===== config.mk =====
export PLATFORM = sky130hd
export DESIGN_NAME = warp_register_file_flat
export DESIGN_NICKNAME = d
export VERILOG_FILES = /design/src/rtl/warp_register_file_if.sv /design/src/rtl/warp_register_file.sv /design/src/flat_wrapper.sv
export SDC_FILE = /design/constraint.sdc
export NUM_CORES = 1
export LEC_CHECK = 0
export ABC_AREA = 1
export BUFFER_PORTS_ARGS = -buffer_cell sky130_fd_sc_hd__buf_2
export CAP_MARGIN = 20
export CELL_PAD_IN_SITES_DETAIL_PLACEMENT = 1
export CELL_PAD_IN_SITES_GLOBAL_PLACEMENT = 2
export CORE_UTILIZATION = 36
export CTS_CLUSTER_DIAMETER = 60
export DETAILED_ROUTE_END_ITERATION = 7
export PLACE_DENSITY = 0.92
export SKIP_CTS_REPAIR_TIMING = 1
export SLEW_MARGIN = 0
export SYNTH_ARGS = -nofsm -noshare
export SYNTH_HDL_FRONTEND = slang
export SYNTH_SLANG_ARGS = --single-unit
export TNS_END_PERCENT = 100

===== constraint.sdc =====
create_clock -name clk -period 5.4 [get_ports clk]
set_input_delay 1.35 -clock clk [delete_from_list [all_inputs] [get_ports clk]]
set_output_delay 1.35 -clock clk [all_outputs]
set_load 0.05 [all_outputs]

===== src/rtl/warp_register_file_if.sv =====
// Control, operand and writeback bundle between the scheduler/decoder and one
// thread lane's warp register file.
interface warp_register_file_if #(
  parameter int DATA_BITS         = 8,
  parameter int NUM_REGS          = 16,
  parameter int NUM_WARPS         = 2,
  parameter int THREADS_PER_BLOCK = 4
);
  localparam int WW  = (NUM_WARPS > 1) ? $clog2(NUM_WARPS) : 1;
  localparam int AW  = $clog2(NUM_REGS);
  localparam int TCW = $clog2(THREADS_PER_BLOCK) + 1;

  logic                 enable;
  logic [3:0]           core_state;
  logic [WW-1:0]        warp_id;
  logic                 blk_load;
  logic [WW-1:0]        blk_warp;
  logic [DATA_BITS-1:0] block_id;
  logic [TCW-1:0]       thread_count;
  logic [AW-1:0]        rd_addr;
  logic [AW-1:0]        rs_addr;
  logic [AW-1:0]        rt_addr;
  logic                 reg_write_enable;
  logic                 nzp_write_enable;
  logic [2:0]           decoded_nzp;
  logic [1:0]           reg_input_mux;
  logic [DATA_BITS-1:0] immediate;
  logic [DATA_BITS-1:0] alu_out;
  logic                 load_issue;
  logic                 lsu_wb_valid;
  logic [WW-1:0]        lsu_wb_warp;
  logic [AW-1:0]        lsu_wb_rd;
  logic [DATA_BITS-1:0] lsu_wb_data;
  logic [DATA_BITS-1:0] rs;
  logic [DATA_BITS-1:0] rt;
  logic [2:0]           nzp;
  logic                 hazard;

  modport master (
    output enable, core_state, warp_id, blk_load, blk_warp, block_id, thread_count,
           rd_addr, rs_addr, rt_addr, reg_write_enable, nzp_write_enable, decoded_nzp,
           reg_input_mux, immediate, alu_out, load_issue,
           lsu_wb_valid, lsu_wb_warp, lsu_wb_rd, lsu_wb_data,
    input  rs, rt, nzp, hazard
  );

  modport slave (
    input  enable, core_state, warp_id, blk_load, blk_warp, block_id, thread_count,
           rd_addr, rs_addr, rt_addr, reg_write_enable, nzp_write_enable, decoded_nzp,
           reg_input_mux, immediate, alu_out, load_issue,
           lsu_wb_valid, lsu_wb_warp, lsu_wb_rd, lsu_wb_data,
    output rs, rt, nzp, hazard
  );
endinterface


===== src/rtl/warp_register_file.sv =====
// Per-lane register file with one bank, NZP flags and pending-load scoreboard
// per warp; the top three addresses are the read-only block/thread context.
module warp_register_file #(
  parameter int THREAD_ID         = 0,
  parameter int DATA_BITS         = 8,
  parameter int NUM_REGS          = 16,
  parameter int NUM_WARPS         = 2,
  parameter int THREADS_PER_BLOCK = 4
) (
  input logic                  clk,
  input logic                  reset,
  warp_register_file_if.slave  bus
);
  localparam int WW = (NUM_WARPS > 1) ? $clog2(NUM_WARPS) : 1;
  localparam int AW = $clog2(NUM_REGS);

  localparam logic [3:0]    ISSUE  = 4'b0011;
  localparam logic [3:0]    UPDATE = 4'b0111;
  localparam logic [1:0]    MUX_ARITH = 2'b00;
  localparam logic [1:0]    MUX_CONST = 2'b10;
  localparam logic [1:0]    MUX_MOVC  = 2'b11;
  localparam logic [AW-1:0] RO_B = AW'(NUM_REGS - 3);
  localparam logic [AW-1:0] RO_D = AW'(NUM_REGS - 2);
  localparam logic [AW-1:0] RO_T = AW'(NUM_REGS - 1);

  logic [NUM_REGS-1:0][DATA_BITS-1:0] bank [NUM_WARPS];
  logic [NUM_REGS-1:0]                pending [NUM_WARPS];
  logic [2:0]                         nzp_all [NUM_WARPS];
  logic [DATA_BITS-1:0]               blk_all [NUM_WARPS];
  logic [DATA_BITS-1:0]               dim_all [NUM_WARPS];

  logic [DATA_BITS-1:0] rs_reg, rt_reg;
  logic [DATA_BITS-1:0] rs_next, rt_next;
  logic [DATA_BITS-1:0] upd_value;
  logic                 is_issue, is_update;
  logic                 rd_writable, lsu_writable;
  logic                 movc_take, upd_write, pend_set;

  assign is_issue     = bus.enable && (bus.core_state == ISSUE);
  assign is_update    = bus.enable && (bus.core_state == UPDATE);
  assign rd_writable  = bus.rd_addr < RO_B;
  assign lsu_writable = bus.lsu_wb_rd < RO_B;
  // MOVC tests the flags held before this cycle against the decoded condition.
  assign movc_take    = |(nzp_all[bus.warp_id] & bus.decoded_nzp);
  assign pend_set     = is_issue && bus.load_issue && rd_writable;

  always_comb begin
    upd_value = bus.alu_out;
    upd_write = 1'b0;
    if (is_update && bus.reg_write_enable && rd_writable) begin
      case (bus.reg_input_mux)
        MUX_ARITH: begin upd_value = bus.alu_out;   upd_write = 1'b1;      end
        MUX_CONST: begin upd_value = bus.immediate; upd_write = 1'b1;      end
        MUX_MOVC:  begin upd_value = rs_reg;        upd_write = movc_take; end
        default:   begin upd_value = bus.alu_out;   upd_write = 1'b0;      end
      endcase
    end
  end

  function automatic logic [DATA_BITS-1:0] read_reg(input logic [WW-1:0] w,
                                                    input logic [AW-1:0] a);
    if (a == RO_T)      return DATA_BITS'(THREAD_ID);
    else if (a == RO_D) return dim_all[w];
    else if (a == RO_B) return blk_all[w];
    else                return bank[w][a];
  endfunction

  always_comb begin
    rs_next = read_reg(bus.warp_id, bus.rs_addr);
    rt_next = read_reg(bus.warp_id, bus.rt_addr);
  end

  generate
    for (genvar gi = 0; gi < NUM_WARPS; gi++) begin : g_warp
      logic [NUM_REGS-1:0][DATA_BITS-1:0] regs_reg;
      logic [NUM_REGS-1:0]                pend_reg;
      logic [2:0]                         nzp_reg;
      logic [DATA_BITS-1:0]               blk_reg, dim_reg;
      logic                               warp_sel, lsu_sel, blk_sel;

      assign warp_sel = (bus.warp_id == WW'(gi));
      assign lsu_sel  = bus.lsu_wb_valid && lsu_writable && (bus.lsu_wb_warp == WW'(gi));
      assign blk_sel  = bus.blk_load && (bus.blk_warp == WW'(gi));

      // LSU data beats a same-cycle UPDATE write; a pending set beats the LSU clear.
      always_ff @(posedge clk) begin
        if (reset) begin
          regs_reg <= '0;
          pend_reg <= '0;
          nzp_reg  <= '0;
          blk_reg  <= '0;
          dim_reg  <= '0;
        end else if (bus.enable) begin
          if (upd_write && warp_sel)
            regs_reg[bus.rd_addr] <= upd_value;
          if (lsu_sel) begin
            regs_reg[bus.lsu_wb_rd] <= bus.lsu_wb_data;
            pend_reg[bus.lsu_wb_rd] <= 1'b0;
          end
          if (pend_set && warp_sel)
            pend_reg[bus.rd_addr] <= 1'b1;
          if (is_update && bus.nzp_write_enable && warp_sel)
            nzp_reg <= bus.alu_out[2:0];
          if (blk_sel) begin
            blk_reg <= bus.block_id;
            dim_reg <= DATA_BITS'(bus.thread_count);
          end
        end
      end

      assign bank[gi]    = regs_reg;
      assign pending[gi] = pend_reg;
      assign nzp_all[gi] = nzp_reg;
      assign blk_all[gi] = blk_reg;
      assign dim_all[gi] = dim_reg;
    end
  endgenerate

  always_ff @(posedge clk) begin
    if (reset) begin
      rs_reg <= '0;
      rt_reg <= '0;
    end else if (is_issue) begin
      rs_reg <= rs_next;
      rt_reg <= rt_next;
    end
  end

  assign bus.rs     = rs_reg;
  assign bus.rt     = rt_reg;
  assign bus.nzp    = nzp_all[bus.warp_id];
  assign bus.hazard = bus.enable & (pending[bus.warp_id][bus.rs_addr] |
                                    pending[bus.warp_id][bus.rt_addr] |
                                    pending[bus.warp_id][bus.rd_addr]);
endmodule


===== src/flat_wrapper.sv =====
// flat-port wrapper written by rule: the top's interface ports become plain ports
module warp_register_file_flat 
#(
  parameter int THREAD_ID         = 0,
  parameter int DATA_BITS         = 8,
  parameter int NUM_REGS          = 16,
  parameter int NUM_WARPS         = 2,
  parameter int THREADS_PER_BLOCK = 4
)
  (clk, reset, bus_enable, bus_core_state, bus_warp_id, bus_blk_load, bus_blk_warp, bus_block_id, bus_thread_count, bus_rd_addr, bus_rs_addr, bus_rt_addr, bus_reg_write_enable, bus_nzp_write_enable, bus_decoded_nzp, bus_reg_input_mux, bus_immediate, bus_alu_out, bus_load_issue, bus_lsu_wb_valid, bus_lsu_wb_warp, bus_lsu_wb_rd, bus_lsu_wb_data, bus_rs, bus_rt, bus_nzp, bus_hazard);
  warp_register_file_if #(.DATA_BITS(DATA_BITS), .NUM_REGS(NUM_REGS), .NUM_WARPS(NUM_WARPS), .THREADS_PER_BLOCK(THREADS_PER_BLOCK)) bus_i ();
  input logic clk;
  input logic reset;
  input wire logic [$bits(bus_i.enable)-1:0] bus_enable;
  input wire logic [$bits(bus_i.core_state)-1:0] bus_core_state;
  input wire logic [$bits(bus_i.warp_id)-1:0] bus_warp_id;
  input wire logic [$bits(bus_i.blk_load)-1:0] bus_blk_load;
  input wire logic [$bits(bus_i.blk_warp)-1:0] bus_blk_warp;
  input wire logic [$bits(bus_i.block_id)-1:0] bus_block_id;
  input wire logic [$bits(bus_i.thread_count)-1:0] bus_thread_count;
  input wire logic [$bits(bus_i.rd_addr)-1:0] bus_rd_addr;
  input wire logic [$bits(bus_i.rs_addr)-1:0] bus_rs_addr;
  input wire logic [$bits(bus_i.rt_addr)-1:0] bus_rt_addr;
  input wire logic [$bits(bus_i.reg_write_enable)-1:0] bus_reg_write_enable;
  input wire logic [$bits(bus_i.nzp_write_enable)-1:0] bus_nzp_write_enable;
  input wire logic [$bits(bus_i.decoded_nzp)-1:0] bus_decoded_nzp;
  input wire logic [$bits(bus_i.reg_input_mux)-1:0] bus_reg_input_mux;
  input wire logic [$bits(bus_i.immediate)-1:0] bus_immediate;
  input wire logic [$bits(bus_i.alu_out)-1:0] bus_alu_out;
  input wire logic [$bits(bus_i.load_issue)-1:0] bus_load_issue;
  input wire logic [$bits(bus_i.lsu_wb_valid)-1:0] bus_lsu_wb_valid;
  input wire logic [$bits(bus_i.lsu_wb_warp)-1:0] bus_lsu_wb_warp;
  input wire logic [$bits(bus_i.lsu_wb_rd)-1:0] bus_lsu_wb_rd;
  input wire logic [$bits(bus_i.lsu_wb_data)-1:0] bus_lsu_wb_data;
  output wire logic [$bits(bus_i.rs)-1:0] bus_rs;
  output wire logic [$bits(bus_i.rt)-1:0] bus_rt;
  output wire logic [$bits(bus_i.nzp)-1:0] bus_nzp;
  output wire logic [$bits(bus_i.hazard)-1:0] bus_hazard;
  assign bus_i.enable = bus_enable;
  assign bus_i.core_state = bus_core_state;
  assign bus_i.warp_id = bus_warp_id;
  assign bus_i.blk_load = bus_blk_load;
  assign bus_i.blk_warp = bus_blk_warp;
  assign bus_i.block_id = bus_block_id;
  assign bus_i.thread_count = bus_thread_count;
  assign bus_i.rd_addr = bus_rd_addr;
  assign bus_i.rs_addr = bus_rs_addr;
  assign bus_i.rt_addr = bus_rt_addr;
  assign bus_i.reg_write_enable = bus_reg_write_enable;
  assign bus_i.nzp_write_enable = bus_nzp_write_enable;
  assign bus_i.decoded_nzp = bus_decoded_nzp;
  assign bus_i.reg_input_mux = bus_reg_input_mux;
  assign bus_i.immediate = bus_immediate;
  assign bus_i.alu_out = bus_alu_out;
  assign bus_i.load_issue = bus_load_issue;
  assign bus_i.lsu_wb_valid = bus_lsu_wb_valid;
  assign bus_i.lsu_wb_warp = bus_lsu_wb_warp;
  assign bus_i.lsu_wb_rd = bus_lsu_wb_rd;
  assign bus_i.lsu_wb_data = bus_lsu_wb_data;
  assign bus_rs = bus_i.rs;
  assign bus_rt = bus_i.rt;
  assign bus_nzp = bus_i.nzp;
  assign bus_hazard = bus_i.hazard;
  warp_register_file #(.THREAD_ID(THREAD_ID), .DATA_BITS(DATA_BITS), .NUM_REGS(NUM_REGS), .NUM_WARPS(NUM_WARPS), .THREADS_PER_BLOCK(THREADS_PER_BLOCK)) u_core (.clk(clk), .reset(reset), .bus(bus_i));
endmodule

==> results of run 1 <==
==> final timing paths <==
| path | cells after the start | end | start |
|---|---|---|---|
| min reg2reg | 2 | u_core.bank[120] | u_core.bank[120] |
| max reg2reg | 9 | u_core.bank[45] | u_core.bus.rs[5] |
| max | 11 | bus_hazard | bus_warp_id |
| min | 2 | u_core.bank[120] | u_core.bank[120] |
==> metal layers <==
metal | up-vias | wire [microns] | global-route usage
met5 | - | 0 | 0
met4 | 0 | 5470 | 0.170
met3 | 209 | 8140 | 0.0526
met2 | 932 | 44200 | 0.519
li1 | 11493 | - | -
met1 | 12023 | 43600 | 0.455
==> critical path: cells and delay by family <==
kind | cells | cell delay (ps)
AO/OA/AOI/OAI | 4 | 790
AND/OR/NAND/NOR | 4 | 380
buffers and inverters | 3 | 710
==> power groups by stage <==
| stage | Clock [mW] | Combinational [mW] | Sequential (mW) |
|---|---|---|---|
| finish | 3.12 | 0.809 | 2.44 |
| global route | 3.24 | 0.857 | 2.44 |
| global placement | 0 | 0.777 | 2.49 |
| CTS | 3.16 | 0.787 | 2.44 |
| floorplan | 0 | 0.450 | 2.48 |
| detailed placement | 0 | 0.782 | 2.49 |
==> per-stage QoR <==
step / std cells / worst slack (ps)
3_5_place_dp: 4192 / 886
4_1_cts: 4275 / 880
3_3_place_gp: 4192 / 862
2_1_floorplan: 3521 / 841
6_report: 4276 / 801
5_1_grt: 4275 / 702
==> cell usage after synthesis, types with 8 or more instances <==
cell       number
o22ai_1        10
inv_1         327
nand3_1       260
or2_2          18
a22oi_1        70
o2111ai_1       9
a21oi_1       386
inv_2           9
dfxtp_1       322
nand4_1       119
nand3_2        15
nand2_1      1099
nor2_1        229
buf_2          54
nor3_1         16
o21ai_1        38
clkbuf_1      163
o21ai_0       306
buf_1           8
buf_4          11
==> cell families (layout without fill, tap and decap cells) <==
logic type      after synthesis  count (layout)  share of synthesized area
other cells                   0               1                          0
mux                           1               1                   0.000480
compound gates              835             835                      0.213
flops                       322             322                      0.309
buf+inv                     588             586                      0.114
simple gates               1775            1775                      0.363
==> area by class of cell <==
class                   count  area, sq um
well taps                 756          946
clock inverters            15          184
diodes                      1         2.50
repair buffers            159         1040
flip-flops and latches    322         6450
multi-input cells        2611        12000
fillers                  7737        33500
inverters                 344         1300
clock buffers              68         1370
==> flow_summary.ini, run 1 <==
[clocking]
clkLatencyLatePin_ps = 600
cts.sinks = 322
clk_path_buf_depth = 3
numCtsBuffers = 45
path_clk_slew_ps = 60
cts_root_buf = clkbuf_16
cts_tree = yes
htree_levels = 2

[synth]
synth_top_flop_cell = dfxtp_1
synth_area_leaders = dfxtp_1, nand2_1, a21oi_1
synth_edf_count = 0
synth.avg_cell_area_sq_um = 5.92
synth_area_sq_um = 20800
ys_seq_area_frac = 0.309
synth-seq-cells = 322
yosysUniqueCellTypes = 43
async_flop_share = 0
ys_warn_count = 0
synth.top_cell.area_share = 0.309
synth_top_cell_by_area = dfxtp_1
syn-num-nets = 3592
netlist_instances = 3521

[timing]
period_needed_ps = 4600
drv_slew = 0
max_slew_margin = 0.199
worstMarginPinSlew_ps = 1200
finalCritPeriodShare = 0.852
hold_viol = 0
skew_ps = 23.4
rsz0062_at_grt = false
holdWs_ps = 422
fmax_mhz = 217
setup_viol = 0
fin_tns_setup_ps = 0

[grt]
grt_pass1_vias = 23557
grt_overflow_total = 0
antenna_found_initial = 1
grt_max_degree = 166
grt_pass1_wl_mm = 152
track_usage = 0.337

[power_and_ir_drop]
p_int_mw = 4.48
vdd_drop_max_mv = 0.211
fin_total_pwr_mw = 6.37
power_density_nw_per_um2 = 273
p_leak_nw = 9.62
pwr-share-seq = 0.383
sw_frac_of_total = 0.296
p_switching_mw = 1.89
pwr-share-comb = 0.127
clkPwrFrac = 0.490

[critical_path]
critPathKind = primary input to primary output
timing.reg2reg.setup_slack_ps = 2840
crit_path_start_kind = primary input
cpPeakStageDelay_ps = 400
crit_slowest_cell = o21ai_0
cpMostUsedCell = o21ai_0
cp.required_ps = 4050
crit_path_end_kind = primary output
worstPathArrival_ps = 3250
path_cells = buf_6 > inv_6 > o21ai_0 > o21ai_0 > o21ai_0 > o21ai_0 > nor2_1 > nand2_1 > nor2_1 > nor2_1 > buf_2
critPathMaxFanout = 39

[die]
fp-row-count = 87
pin_count = 91
start_util = 0.367
die_w_microns = 243
die_area_sq_um = 58900
chipHeight_microns = 243
coreArea_sq_um = 56800

[layout]
drive_gt1_frac = 0.0824
area_growth_pct = 11.9
nets = 3554
final_util = 0.410
finalInstanceArea_sq_um = 23300
layout_commonest_cell = nand2_1
mostFrequentLayoutCells = nand2_1, a21oi_1, inv_1, dfxtp_1, o21ai_0
largest_reg_flops = 246

[placement]
dpl_cell_area_sq_um = 21800
portBuffers = 90
place.gp.congestion = 1.02
dp_hpwl_mm = 69.9

[routing]
drt_iter0_drc = 2444
drt-vias-per-instance = 5.77
avgRoutedWirePerCell_microns = 23.7
drc_errors = 0
postRouteWirelength_mm = 101
firstDrtPassIters = 5
ant_nets = 0
num_vias = 24657

[min_path]
hold_path_class = register to register

[job]
drv_cap = 0

[run_status]
status = complete, no violations
Power figures use the tool's default switching activity.
==> inputs of run 2 (changes only) <==
--- a/config.mk
+++ b/config.mk
@@ -6,7 +6,7 @@
 export NUM_CORES = 1
 export LEC_CHECK = 0
 export ABC_AREA = 1
-export BUFFER_PORTS_ARGS = -buffer_cell sky130_fd_sc_hd__buf_2
+export BUFFER_PORTS_ARGS = -buffer_cell sky130_fd_sc_hd__buf_4
 export CAP_MARGIN = 20
 export CELL_PAD_IN_SITES_DETAIL_PLACEMENT = 1
 export CELL_PAD_IN_SITES_GLOBAL_PLACEMENT = 2
@@ -15,7 +15,6 @@
 export DETAILED_ROUTE_END_ITERATION = 7
 export PLACE_DENSITY = 0.92
 export SKIP_CTS_REPAIR_TIMING = 1
-export SLEW_MARGIN = 0
 export SYNTH_ARGS = -nofsm -noshare
 export SYNTH_HDL_FRONTEND = slang
 export SYNTH_SLANG_ARGS = --single-unit
==> flow_summary.ini, run 2 (synthesis gave the netlist of run 1 again) <==
[placement]
place.gp.congestion = 1.00
dpl_cell_area_sq_um = 22000
dpl_worst_slack_ps = 839
portBuffers = 90
dp_hpwl_mm = 69.7

[critical_path]
critPathMaxFanout = 43
rr_worst_depth = 12
crit_path_end_kind = primary output
cp.required_ps = 4050
critPathKind = primary input to primary output
crit_path_start_kind = primary input
worstPathArrival_ps = 3230
regToRegEndpoint = u_core.bank[30]
critPathLaunch = bus_warp_id
timing.rr.start = u_core.g_warp[0].nzp_reg[2]
crit_path_end = bus_hazard
timing.reg2reg.setup_slack_ps = 2920

[die]
fp-row-count = 87
die_w_microns = 243
start_util = 0.367
chipHeight_microns = 243
coreArea_sq_um = 56800
pin_count = 91
die_area_sq_um = 58900

[routing]
firstDrtPassIters = 6
drc_errors = 0
ant_nets = 0
drt-vias-per-instance = 5.78
num_vias = 24697
drt_iter0_drc = 2453
avgRoutedWirePerCell_microns = 23.8
postRouteWirelength_mm = 102

[timing]
max_slew_margin = 0.204
fin_ws_ps = 816
fmax_mhz = 218
drv_slew = 0
finalCritPeriodShare = 0.849
skew_ps = 25.2
rsz0062_at_grt = false
period_needed_ps = 4580
fin_tns_setup_ps = 0
setup_viol = 0
hold_viol = 0
worstMarginPinSlew_ps = 1180

[layout]
mostFrequentLayoutCells = nand2_1, a21oi_1, inv_1, dfxtp_1, o21ai_0
finalInstanceArea_sq_um = 23500
drive_gt1_frac = 0.0830
nets = 3556
final_util = 0.413
largest_reg_flops = 246
layout_commonest_cell = nand2_1
area_growth_pct = 12.5

[grt]
grt_overflow_total = 0
grt_max_degree = 150
grt_pass1_wl_mm = 151
antenna_found_initial = 2
grt_pass1_vias = 23463
track_usage = 0.336

[power_and_ir_drop]
fin_total_pwr_mw = 6.22
p_leak_nw = 9.65
vdd_drop_max_mv = 0.217
power_density_nw_per_um2 = 265

[clocking]
cts.sinks = 322
clkLatencyLatePin_ps = 590
numCtsBuffers = 44
clk_path_buf_depth = 3
path_clk_slew_ps = 50
cts_root_buf = clkbuf_16
htree_levels = 2
cts_tree = yes

[run_status]
status = complete, no violations

[job]
drv_cap = 0

[min_path]
worstHoldStart = u_core.bank[115]
hold_path_class = register to register
## run 2: changes by cell type in the layout (fill, tap and decap cells not counted), moves of 2 or more
cell / delta
buf_4: +90
clkbuf_1: -2
clkbuf_16: -2
buf_2: -87
clkinv_2: +6
clkbuf_8: -3
## run 2: per-stage QoR
step / hold WS [ps] / std cells
CTS: 426 / 4275
global route: 440 / 4275
detailed placement: 414 / 4195
finish: 422 / 4276
floorplan: 400 / 3521
global placement: 408 / 4195
## run 2: cell type report
cell class | count | area, sq um
Tap cell | 756 | 946
Timing Repair Buffer | 162 | 1280
Clock inverter | 19 | 174
Antenna cell | 1 | 2.50
Inverter | 344 | 1300
Sequential cell | 322 | 6450
Clock buffer | 61 | 1270
Multi-Input combinational cell | 2611 | 12000
Fill cell | 7747 | 33400
## run 2: critical path, cell delays in order
cell and delay (ps):
buf_6 240, inv_6 200, o21ai_0 410, o21ai_0 130, o21ai_0 150, o21ai_0 100
nor2_1 110, nand2_1 50, nor2_1 170, nor2_1 100, buf_4 210
## run 2: how the worst min path moves through the flow
stage	endpoint	slack, ps	depth (start not counted)
final	u_core.bank[115]	420	2
after global routing	u_core.bank[239]	440	2
after CTS	u_core.g_warp[1].pend_reg[13]	430	2
after detailed placement	u_core.bank[123]	410	2
after global placement	u_core.bank[239]	410	2
after floorplan	u_core.bank[232]	400	2
## run 2: per-layer routing
metal  share of wire  vias up  GRT usage
li1                -    11501          -
met1            0.43    12054      0.447
met2            0.45      933      0.535
met3           0.069      209     0.0473
met4           0.048        0      0.155
met5               0        -          0
## run 2: report_power, final
part	internal, mW	leakage [nW]	total [mW]	switching [mW]
clock network	1.74	0.716	2.96	1.22
registers	2.41	2.61	2.43	0.0205
logic	0.189	6.33	0.833	0.643
